<file path="config.mk">
export PLATFORM = sky130hd
export DESIGN_NAME = seq_pattern_tx
export DESIGN_NICKNAME = d
export VERILOG_FILES = /design/src/rtl/seq_pattern_tx_pkg.sv /design/src/rtl/seq_pattern_tx_bit_counter.sv /design/src/rtl/seq_pattern_tx.sv
export SDC_FILE = /design/constraint.sdc
export NUM_CORES = 1
export LEC_CHECK = 0
export ABC_AREA = 1
export CAP_MARGIN = 25
export CELL_PAD_IN_SITES_DETAIL_PLACEMENT = 1
export CELL_PAD_IN_SITES_GLOBAL_PLACEMENT = 1
export CORE_ASPECT_RATIO = 0.5
export CORE_MARGIN = 1
export CORE_UTILIZATION = 41
export DETAILED_ROUTE_END_ITERATION = 12
export PLACE_DENSITY = 0.85
export SLEW_MARGIN = 5
export SYNTH_ARGS = -nofsm -noshare
export SYNTH_HDL_FRONTEND = slang
export SYNTH_SLANG_ARGS = --single-unit
</file>
<file path="constraint.sdc">
create_clock -name clk -period 2.5 [get_ports clk]
set_clock_uncertainty 0.2 [all_clocks]
set_input_delay 0.625 -clock clk [delete_from_list [all_inputs] [get_ports clk]]
set_output_delay 0.625 -clock clk [all_outputs]
set_load 0.005 [all_outputs]
</file>
<file path="src/rtl/seq_pattern_tx_pkg.sv">
// Shared definitions for the serial pattern transmitter: FSM encoding,
// default width and a reference 11011 pattern.
package seq_pattern_tx_pkg;

    localparam int W_DEFAULT = 8;

    // Reference frame 11011 (five bits, so len = 4)
    localparam logic [7:0] PAT_11011 = 8'b0001_1011;
    localparam logic [2:0] LEN_11011 = 3'd4;

    typedef enum logic [1:0] {
        IDLE = 2'd0,
        SEND = 2'd1,
        GAP  = 2'd2,
        DONE = 2'd3
    } state_t;

endpackage

</file>
<file path="src/rtl/seq_pattern_tx_bit_counter.sv">
// Loadable down-counter with a zero flag. Load wins over decrement, and
// decrementing stops at zero so the count never wraps.
module seq_bit_counter #(
    parameter int CW = 4
) (
    input  logic          clk,
    input  logic          rst,
    input  logic          load,
    input  logic [CW-1:0] load_val,
    input  logic          dec,
    output logic [CW-1:0] count,
    output logic          zero
);

    localparam logic [CW-1:0] ONE = {{(CW-1){1'b0}}, 1'b1};

    assign zero = (count == '0);

    // Reload on request, otherwise count down towards zero
    always_ff @(posedge clk) begin
        if (rst) begin
            count <= '0;
        end else if (load) begin
            count <= load_val;
        end else if (dec && !zero) begin
            count <= count - ONE;
        end
    end

endmodule

</file>
<file path="src/rtl/seq_pattern_tx.sv">
// Serial pattern transmitter: sends an L-bit pattern MSB first, rep+1 times,
// with a configurable idle gap between frames and a done pulse at the end.
// All request fields are latched at start so later input changes are ignored.
module seq_pattern_tx
    import seq_pattern_tx_pkg::*;
#(
    parameter int W = W_DEFAULT
) (
    input  logic         clk,
    input  logic         rst,
    input  logic         start,
    input  logic         abort,
    input  logic [W-1:0] pattern,
    input  logic [2:0]   len,
    input  logic [3:0]   rep,
    input  logic [1:0]   gap,
    output logic         out,
    output logic         out_valid,
    output logic         busy,
    output logic         done
);

    state_t         state;
    logic [W-1:0]   pat_q;
    logic [2:0]     len_q;
    logic [1:0]     gap_q;
    logic [3:0]     frames_left;

    logic [2:0]     bit_idx;
    logic           bit_zero;
    logic           bit_load;
    logic [2:0]     bit_load_val;
    logic           bit_dec;
    logic [2:0]     idx_dn;

    logic [1:0]     gap_cnt;
    logic           gap_zero;
    logic           gap_load;
    logic [1:0]     gap_load_val;
    logic           gap_dec;

    assign idx_dn = bit_idx - 3'd1;

    // Index of the bit currently on the line
    seq_bit_counter #(.CW(3)) u_bit_cnt (
        .clk      (clk),
        .rst      (rst),
        .load     (bit_load),
        .load_val (bit_load_val),
        .dec      (bit_dec),
        .count    (bit_idx),
        .zero     (bit_zero)
    );

    // Remaining idle cycles between frames
    seq_bit_counter #(.CW(2)) u_gap_cnt (
        .clk      (clk),
        .rst      (rst),
        .load     (gap_load),
        .load_val (gap_load_val),
        .dec      (gap_dec),
        .count    (gap_cnt),
        .zero     (gap_zero)
    );

    // Counter steering: reload the bit index at each frame start, run the gap counter in GAP
    always_comb begin
        bit_load     = 1'b0;
        bit_load_val = len_q;
        bit_dec      = 1'b0;
        gap_load     = 1'b0;
        gap_load_val = gap_q - 2'd1;
        gap_dec      = 1'b0;
        case (state)
            IDLE: begin
                if (start && !abort) begin
                    bit_load     = 1'b1;
                    bit_load_val = len;
                end
            end
            SEND: begin
                if (!abort) begin
                    if (!bit_zero) begin
                        bit_dec = 1'b1;
                    end else if (frames_left != 4'd0) begin
                        if (gap_q == 2'd0) begin
                            bit_load = 1'b1;
                        end else begin
                            gap_load = 1'b1;
                        end
                    end
                end
            end
            GAP: begin
                if (!abort) begin
                    if (gap_zero) begin
                        bit_load = 1'b1;
                    end else begin
                        gap_dec = (gap_cnt != 2'd0);
                    end
                end
            end
            default: begin
            end
        endcase
    end

    // Transmit FSM with registered outputs; reset beats abort, abort beats start
    always_ff @(posedge clk) begin
        if (rst) begin
            state       <= IDLE;
            pat_q       <= '0;
            len_q       <= '0;
            gap_q       <= '0;
            frames_left <= '0;
            out         <= 1'b0;
            out_valid   <= 1'b0;
            busy        <= 1'b0;
            done        <= 1'b0;
        end else begin
            case (state)
                IDLE: begin
                    out       <= 1'b0;
                    out_valid <= 1'b0;
                    busy      <= 1'b0;
                    done      <= 1'b0;
                    if (start && !abort) begin
                        pat_q       <= pattern;
                        len_q       <= len;
                        gap_q       <= gap;
                        frames_left <= rep;
                        out         <= pattern[len];
                        out_valid   <= 1'b1;
                        busy        <= 1'b1;
                        state       <= SEND;
                    end
                end
                SEND: begin
                    if (abort) begin
                        state     <= IDLE;
                        out       <= 1'b0;
                        out_valid <= 1'b0;
                        busy      <= 1'b0;
                    end else if (!bit_zero) begin
                        out <= pat_q[idx_dn];
                    end else if (frames_left != 4'd0) begin
                        frames_left <= frames_left - 4'd1;
                        if (gap_q == 2'd0) begin
                            out <= pat_q[len_q];
                        end else begin
                            state     <= GAP;
                            out       <= 1'b0;
                            out_valid <= 1'b0;
                        end
                    end else begin
                        state     <= DONE;
                        out       <= 1'b0;
                        out_valid <= 1'b0;
                        done      <= 1'b1;
                    end
                end
                GAP: begin
                    if (abort) begin
                        state <= IDLE;
                        busy  <= 1'b0;
                    end else if (gap_zero) begin
                        state     <= SEND;
                        out       <= pat_q[len_q];
                        out_valid <= 1'b1;
                    end
                end
                DONE: begin
                    state     <= IDLE;
                    out       <= 1'b0;
                    out_valid <= 1'b0;
                    busy      <= 1'b0;
                    done      <= 1'b0;
                end
                default: begin
                    state     <= IDLE;
                    out       <= 1'b0;
                    out_valid <= 1'b0;
                    busy      <= 1'b0;
                    done      <= 1'b0;
                end
            endcase
        end
    end

endmodule

</file>
# ---- After elaboration in Yosys (flattened, before gate mapping)
# Index checks and enable logic that the tools add are counted.
# W data, S select, Z words.
dict set report op_classes {
  add_sub_neg 4
  magnitude_cmp 3
  eq_ne 14
  n_mux 65
  n_reduce_logical 24
}
# cell n
set ops {}
lappend ops {{$mux W1} 38}
lappend ops {{$mux W2} 9}
lappend ops {{$mux W4} 4}
lappend ops {{$lt A3 B4 Y1 const B} 3}
lappend ops {{$mux W3} 4}
lappend ops {{$ne A2 B2 Y1 const B} 6}
lappend ops {{$reduce_and A4 Y1} 3}
lappend ops {{$reduce_bool A2 Y1} 5}
lappend ops {{$bmux W1 S3} 3}
lappend ops {{$pmux W1 S4} 2}
lappend ops {{$pmux W2 S4} 1}
lappend ops {{$pmux W4 S2} 1}
lappend ops {{$logic_not A2 Y1} 3}
lappend ops {{$pmux W1 S3} 2}
lappend ops {{$reduce_and A5 Y1} 1}
lappend ops {{$eq A2 B2 Y1 const B} 2}
lappend ops {{$ne A2 B1 Y1 const B} 2}
lappend ops {{$ne A4 B4 Y1 const B} 1}
lappend ops {{$reduce_and A2 Y1} 2}
lappend ops {{$reduce_bool A4 Y1} 1}
lappend ops {{$reduce_or A2 Y1} 2}
lappend ops {{$sub A2 B1 Y2 const B} 2}
lappend ops {{$sub A4 B1 Y4 const B} 1}
lappend ops {{$logic_and A1 B1 Y1} 3}
lappend ops {{7 further kinds} 9}
dict set report word_totals {
  ff_bits 28
  input_bits 21
  out_inout_bits 4
  wordCells 121
}

# ---- Logic depth before layout (Yosys ltp)
# Gate-level depths: netlist of the first run.
dict set report depth {
  word_depth 7
  depth_mapped 12
  mapped_depth_nobuf 12
}

# ---- By module
# From an unflattened synthesis of the first run, not the netlist that was laid out.
dict set report hier_totals {
  hier_cells 296
  hier_area_um2 1861.8
}
# module instances cells_each area_per_inst_um2 seq_area_each_um2
set modules_own_cells {}
lappend modules_own_cells {seq_pattern_tx 1 237 1520.2 460.4}
lappend modules_own_cells {{seq_bit_counter (u_bit_cnt)} 1 34 201.4 60.1}
lappend modules_own_cells {{seq_bit_counter (u_gap_cnt)} 1 25 140.1 40.0}

# ---- Least setup slack after synthesis of the first run
# No wires, ideal clock.
dict set report synth_timing {
  path_kind {input -> register}
  from {in abort}
  to {reg u_bit_cnt.count[1]}
  setup_time_ns 0.110
  t_arrival_ns 1.382
  required_ns 2.190
  slack_ns 0.808
  stages 10
  n_path_buf 1
  path_cell_list {inv_2 -> nand2_2 -> inv_2 -> nand2_2 -> buf_6 -> o21a_1 -> nand3_1 -> nand3_1 -> nand2_1 -> inv_1}
}
dict set report synth_between {
  elab_chain_cells 5
  word_cells_on_any_way 13
  classes_between {mux: 9; reduce/logical: 4}
}
# element line_no
set synth_rtl {}
lappend synth_rtl {{start: declaration} seq_pattern_tx.sv:12} ;# input logic abort,
lappend synth_rtl {{$logic_not A1 Y1} seq_pattern_tx.sv:76} ;# if (start && !abort) begin
lappend synth_rtl {{$logic_and A1 B1 Y1} seq_pattern_tx.sv:76}
lappend synth_rtl {{$mux W1 / $mux W3 (equally long branches)} seq_pattern_tx.sv:76}
lappend synth_rtl {{$pmux W1 S3 / $mux W3 (equally long branches)} seq_pattern_tx.sv:74} ;# case (state)
lappend synth_rtl {{$mux W3 / $reduce_bool A2 Y1 (equally long branches)} -}
lappend synth_rtl {{end signal: assignment} seq_pattern_tx_bit_counter.sv:24} ;# count <= load_val;
lappend synth_rtl {{end signal: assignment} seq_pattern_tx_bit_counter.sv:26} ;# count <= count - ONE;
lappend synth_rtl {{end: declaration} seq_pattern_tx_bit_counter.sv:11} ;# output logic [CW-1:0] count,
# Parallel ways exist; a longest one is shown, timed or not.
# A chain may end at the register's enable or synchronous reset.

# ---- Final worst setup path of the first run
dict set report layout_timing {
  from {in abort}
  to {reg u_bit_cnt.count[0]}
}
# Same word-level chain as after synthesis.

==> impl_metrics.yaml, run 1 <==
job:
  drv_cap: 0
placement:
  place_inst: 346
  dp_hpwl_um: 4140
  dp_slack_ns: 0.186
  routabilityCongestion: 0.856
  port_buffers: 24
  place_area_mm2: 0.00210
power_and_ir_drop:
  max-vdd-ir-drop_mv: 0.442
  p_leak_nw: 1.00
  power_density_mw_per_mm2: 951
detailed_routing:
  vias: 1740
  drt-vias-per-instance: 4.99
  wirelength_um: 4920
  ant_nets: 0
  drc: 0
  first_iter_violations: 17
  drt-pass1-iter-count: 4
  wire_per_inst_um: 14.1
clocking:
  clkLatencyLatePin_ns: 0.27
  postCtsSetupBuffers: 0
  postCtsHoldBufs: 0
  cts_sinks: 28
  path_clk_slew_ns: 0.09
  cts_resized: 0
  cts_tree: "built"
  clk_path_buf_depth: 2
  cts_root_buf: "clkbuf_8"
  numCtsBuffers: 3
  htree_levels: 1
floorplanning:
  die_h_um: 48.6
  rows: 16
  coreArea_mm2: 0.00402
  io_pins: 25
  start_util_pct: 44.2
  fp.dieW_um: 95.1
  dieArea_mm2: 0.00462
finish:
  layout.cells.non_filler: 349
  final_util_pct: 53.3
  layout_commonest_cell: "nand2_1"
  insertedDiodeCount: 0
  fillers: 558
  nets: 326
  synthToLayoutAreaGrowth_pct: 20.7
  final_cell_mix: "nand2_1, inv_1, dfxtp_1"
  final_area_mm2: 0.00214
  drive_gt1_share_pct: 11.5
synthesis:
  synth_top_cell_by_area: "dfxtp_1"
  synthTopCellsByArea: "dfxtp_1, nand2_1, inv_1, a21oi_1, nand3_1"
  avgSynthCellArea_um2: 6.63
  synth_top_family_by_area: "simple AND/OR/NAND/NOR gates"
  synthFlopType: "dfxtp_1"
  yosysTopAreaCellShare_pct: 31.5
  synthMuxAreaShare_pct: 0
  synth.lib_cells_used.distinct: 30
  synthArstFlopShare_pct: 0
  synth_edf_count: 0
  synthAdderAreaFrac_pct: 5.63
  synth_cells: 268
  synth_xor_xnor_area_share_pct: 1.48
  ys_ff_latch: 28
  synth_compound_area_share_pct: 18.9
  ys_seq_area_share_pct: 31.5
  ys_warn_count: 0
  synthSimpleGateAreaFrac_pct: 31.4
  syn_nets: 297
  synthesis.area_mm2: 0.00178
global_routing:
  grt_first_pass_wirelength_um: 8450
  antenna_found_initial: 0
  grt_usage_pct: 23.8
  grt_overflow: 0
  grt_pass1_vias: 1833
  grt_max_degree: 16
sta:
  rsz0062_at_grt: "false"
  finalCriticalPeriod_ns: 2.04
  tightestPinTransition_ns: 0.413
  fin_tns_setup_ns: 0
  final-setup-viol-count: 0
  fmax_mhz: 490
  relSlewSlack_pct: 72.2
  slew_violations: 0
  setup_slack_ns: 0.459
  hold_viol_final: 0
  fin_crit_sh_pct: 81.6
critical_path:
  start_kind: "primary input"
  cp-end-kind: "register"
  cp.required_ns: 2.51
  r2r_start: "state[1]"
  critical_path_class: "in -> reg"
  arrival_ns: 2.05
  reg2regPathDepth: 8
  cp-startpoint: "abort"
  path_max_fanout: 11
run_status:
  status: "completed"
worst_hold_path:
  worstHoldPathType: "reg -> reg"
  min_path_cells: 2
  hold_start: "pat_q[2]"
## where the power goes
part	internal, mW	leakage, nW	switching (mW)	total (mW)
clock	0.108	0.0216	0.134	0.242
sequential	0.556	0.229	0.0861	0.643
combinational	0.415	0.750	0.739	1.15
total	1.08	1.00	0.959	2.04
## synthesized netlist by cell type (2+ instances only)
cell type  number
a21oi_2         2
nand2_1        68
dfxtp_1        28
nor2_8          2
clkbuf_1        2
nand3_1        21
ha_1            8
o21a_1          2
a21oi_1        22
nand2_4         3
nand2_2         5
o21ai_0        17
inv_2          10
inv_1          35
xor2_1          2
o21ai_1         9
nor2_1         19
## registers in the layout, summed over array words and instances (netlist names)
name / count
out: 1
u_bit_cnt.count: 3
busy: 1
u_gap_cnt.count: 2
out_valid: 1
len_q: 3
done: 1
frames_left: 4
pat_q: 8
state: 2
gap_q: 2
## layout make-up
| class | count | area, µm² | share of cell area (%) |
|---|---|---|---|
| sequential | 28 | 561 | 26.1 |
| multi-input combinational | 190 | 1020 | 47.5 |
| timing repair buffer | 28 | 283 | 13.2 |
| inverter | 46 | 173 | 8.05 |
| tap | 54 | 67.6 | 3.15 |
| clock buffer | 3 | 41.3 | 1.93 |
## critical path: stages
cell and delay [ns]:
clkdlybuf4s50_1 0.49, inv_2 0.08, nand2_2 0.07, inv_2 0.04, nand2_2 0.16, buf_4 0.20, o21ai_1 0.07, a21oi_1 0.17
nand2_1 0.07, o21ai_1 0.07
## per-stage QoR
stage | hold slack [ns] | total power, mW
2_1_floorplan | 0.244 | 1.48
3_3_place_gp | 0.247 | 1.73
3_5_place_dp | 0.273 | 1.81
4_1_cts | 0.287 | 2.05
5_1_grt | 0.326 | 2.23
6_report | 0.285 | 2.04
## metal layers
layer,track usage (%),vias to the layer above,wire length (µm)
li1,-,900,-
met1,29.2,812,2380
met2,42.7,21,2370
met3,5.82,7,130
met4,3.54,0,44
met5,0,-,0
## cell families (layout without fill, tap and decap cells)
logic type | after synthesis | after routing
AO/OA/AOI/OAI | 58 | 58
XOR/XNOR | 3 | 3
adder cells (fa/ha/maj) | 8 | 8
buffers and inverters | 50 | 77
flip-flops | 28 | 28
AND/OR/NAND/NOR | 121 | 121
## worst paths after layout
path / slack, ns / end
setup / recovery: 0.46 / u_bit_cnt.count[0]
hold / removal: 0.29 / pat_q[2]
setup reg to reg: 0.58 / frames_left[0]
hold reg to reg: 0.29 / pat_q[2]
No activity file was read; power rests on OpenSTA's default activity.
==> run 2: changes to the inputs <==
--- a/config.mk
+++ b/config.mk
@@ -11,9 +11,9 @@
 export CELL_PAD_IN_SITES_GLOBAL_PLACEMENT = 1
 export CORE_ASPECT_RATIO = 0.5
 export CORE_MARGIN = 1
-export CORE_UTILIZATION = 41
+export CORE_UTILIZATION = 38
 export DETAILED_ROUTE_END_ITERATION = 12
-export PLACE_DENSITY = 0.85
+export PLACE_DENSITY = 0.8
 export SLEW_MARGIN = 5
 export SYNTH_ARGS = -nofsm -noshare
 export SYNTH_HDL_FRONTEND = slang
==> constraint.sdc (replaced) <==
create_clock -name clk -period 2.11 [get_ports clk]
set_clock_uncertainty 0.2 [all_clocks]
set_input_delay 0.5275 -clock clk [delete_from_list [all_inputs] [get_ports clk]]
set_output_delay 0.5275 -clock clk [all_outputs]
set_load 0.005 [all_outputs]
==> impl_metrics.yaml, run 2 (synthesis gave the netlist of run 1 again) <==
run_status:
  status: "completed"
clocking:
  clk_path_buf_depth: 2
  cts_sinks: 28
  cts_root_buf: "clkbuf_8"
  postCtsHoldBufs: 0
  path_clk_slew_ns: 0.10
  cts_resized: 0
  htree_levels: 1
  clkLatencyLatePin_ns: 0.28
  postCtsSetupBuffers: 0
  numCtsBuffers: 3
  cts_tree: "built"
finish:
  top_register: "pat_q"
  insertedDiodeCount: 0
  largest_reg_flops: 8
  multi_input_area_mm2: 0.00102
  seq_area_um2: 561
  synthToLayoutAreaGrowth_pct: 24.9
  drive_gt1_share_pct: 14.7
  largestRegisters: "pat_q: 8 flops, frames_left: 4 flops"
  final_area_mm2: 0.00222
  final_cell_mix: "nand2_1, inv_1, dfxtp_1"
  fillers: 601
  layout_commonest_cell: "nand2_1"
  nets: 337
floorplanning:
  fp.dieW_um: 98.7
  die_h_um: 50.4
  coreArea_mm2: 0.00445
  start_util_pct: 40.0
  rows: 17
  io_pins: 25
  dieArea_mm2: 0.00497
sta:
  rsz0062_at_grt: "false"
  slew_violations: 0
  fin_tns_setup_ns: 0
  hold_viol_final: 0
  fmax_mhz: 507
  relSlewSlack_pct: 75.7
  fin_crit_sh_pct: 93.4
  hold_ws_ns: 0.270
  finalCriticalPeriod_ns: 1.97
  final-setup-viol-count: 0
  tightestPinTransition_ns: 0.360
global_routing:
  grt_first_pass_wirelength_um: 8570
  grt_overflow: 0
  antenna_found_initial: 0
  grt_max_degree: 15
  grt_pass1_vias: 1820
  grt_usage_pct: 22.2
placement:
  port_buffers: 24
  routabilityCongestion: 0.839
  place_area_mm2: 0.00218
  dp_hpwl_um: 4090
critical_path:
  cp.required_ns: 2.08
  reg2reg_setup_slack_ns: 0.17
  critical_path_class: "in -> reg"
  cp-end-kind: "register"
  arrival_ns: 1.95
  path_max_fanout: 9
  start_kind: "primary input"
detailed_routing:
  drt-pass1-iter-count: 4
  drt-vias-per-instance: 4.93
  ant_nets: 0
  vias: 1790
  wire_per_inst_um: 13.4
  first_iter_violations: 39
  drc: 0
  wirelength_um: 4870
worst_hold_path:
  worstHoldPathType: "reg -> reg"
power_and_ir_drop:
  p_leak_nw: 1.05
  max-vdd-ir-drop_mv: 0.411
  power_density_mw_per_mm2: 1110
  report.power.total_mw: 2.46
job:
  drv_cap: 0
[run 2: changes by cell type in the layout (fill, tap and decap cells not counted), sizes merged]
cell	change
buf	+11
[run 2: power by group]
part | internal, mW | switching [mW]
Sequential | 0.659 | 0.0991
Combinational | 0.539 | 0.866
Clock | 0.128 | 0.169
Total | 1.33 | 1.13
[run 2: per-stage QoR]
step / std cells / utilization, % / setup WS, ns
2_1_floorplan: 268 / - / 0.427
3_3_place_gp: 360 / 49.0 / -0.0280
3_5_place_dp: 360 / 49.0 / -0.137
4_1_cts: 363 / 49.9 / 0.142
5_1_grt: 363 / 49.9 / 0.0247
6_report: 363 / 49.9 / 0.139
[run 2: layout make-up]
type | instances | share of cell area (%)
clock buffer | 3 | 1.86
inverter | 46 | 7.78
multi-input combinational | 190 | 46.0
sequential | 28 | 25.3
tap | 57 | 3.21
timing repair buffer | 39 | 15.9
[run 2: metal layers]
metal / global-route usage, % / vias up / wire length, µm
met1: 27.9 / 844 / 2320
met4: 2.24 / 0 / 12
met3: 4.18 / 2 / 155
li1: - / 925 / -
met2: 41.4 / 19 / 2390
met5: 0 / - / 0
[run 2: worst paths after layout]
| kind | startpoint | to | cells after the start |
|---|---|---|---|
| min | out_valid | out_valid | 2 |
| min reg2reg | out_valid | out_valid | 2 |
| max reg2reg | u_bit_cnt.count[0] | u_bit_cnt.count[2] | 8 |
| max | abort | u_bit_cnt.count[2] | 12 |
[run 2: worst max-delay path, stage by stage]
cell and delay, ns:
clkdlybuf4s50_1 0.49, inv_2 0.08, nand2_2 0.07, inv_2 0.04
nand2_2 0.16, inv_2 0.06, nor2_1 0.10, nand2_1 0.09
nand2_2 0.11, inv_2 0.05, nor2_1 0.11, nor2_1 0.06
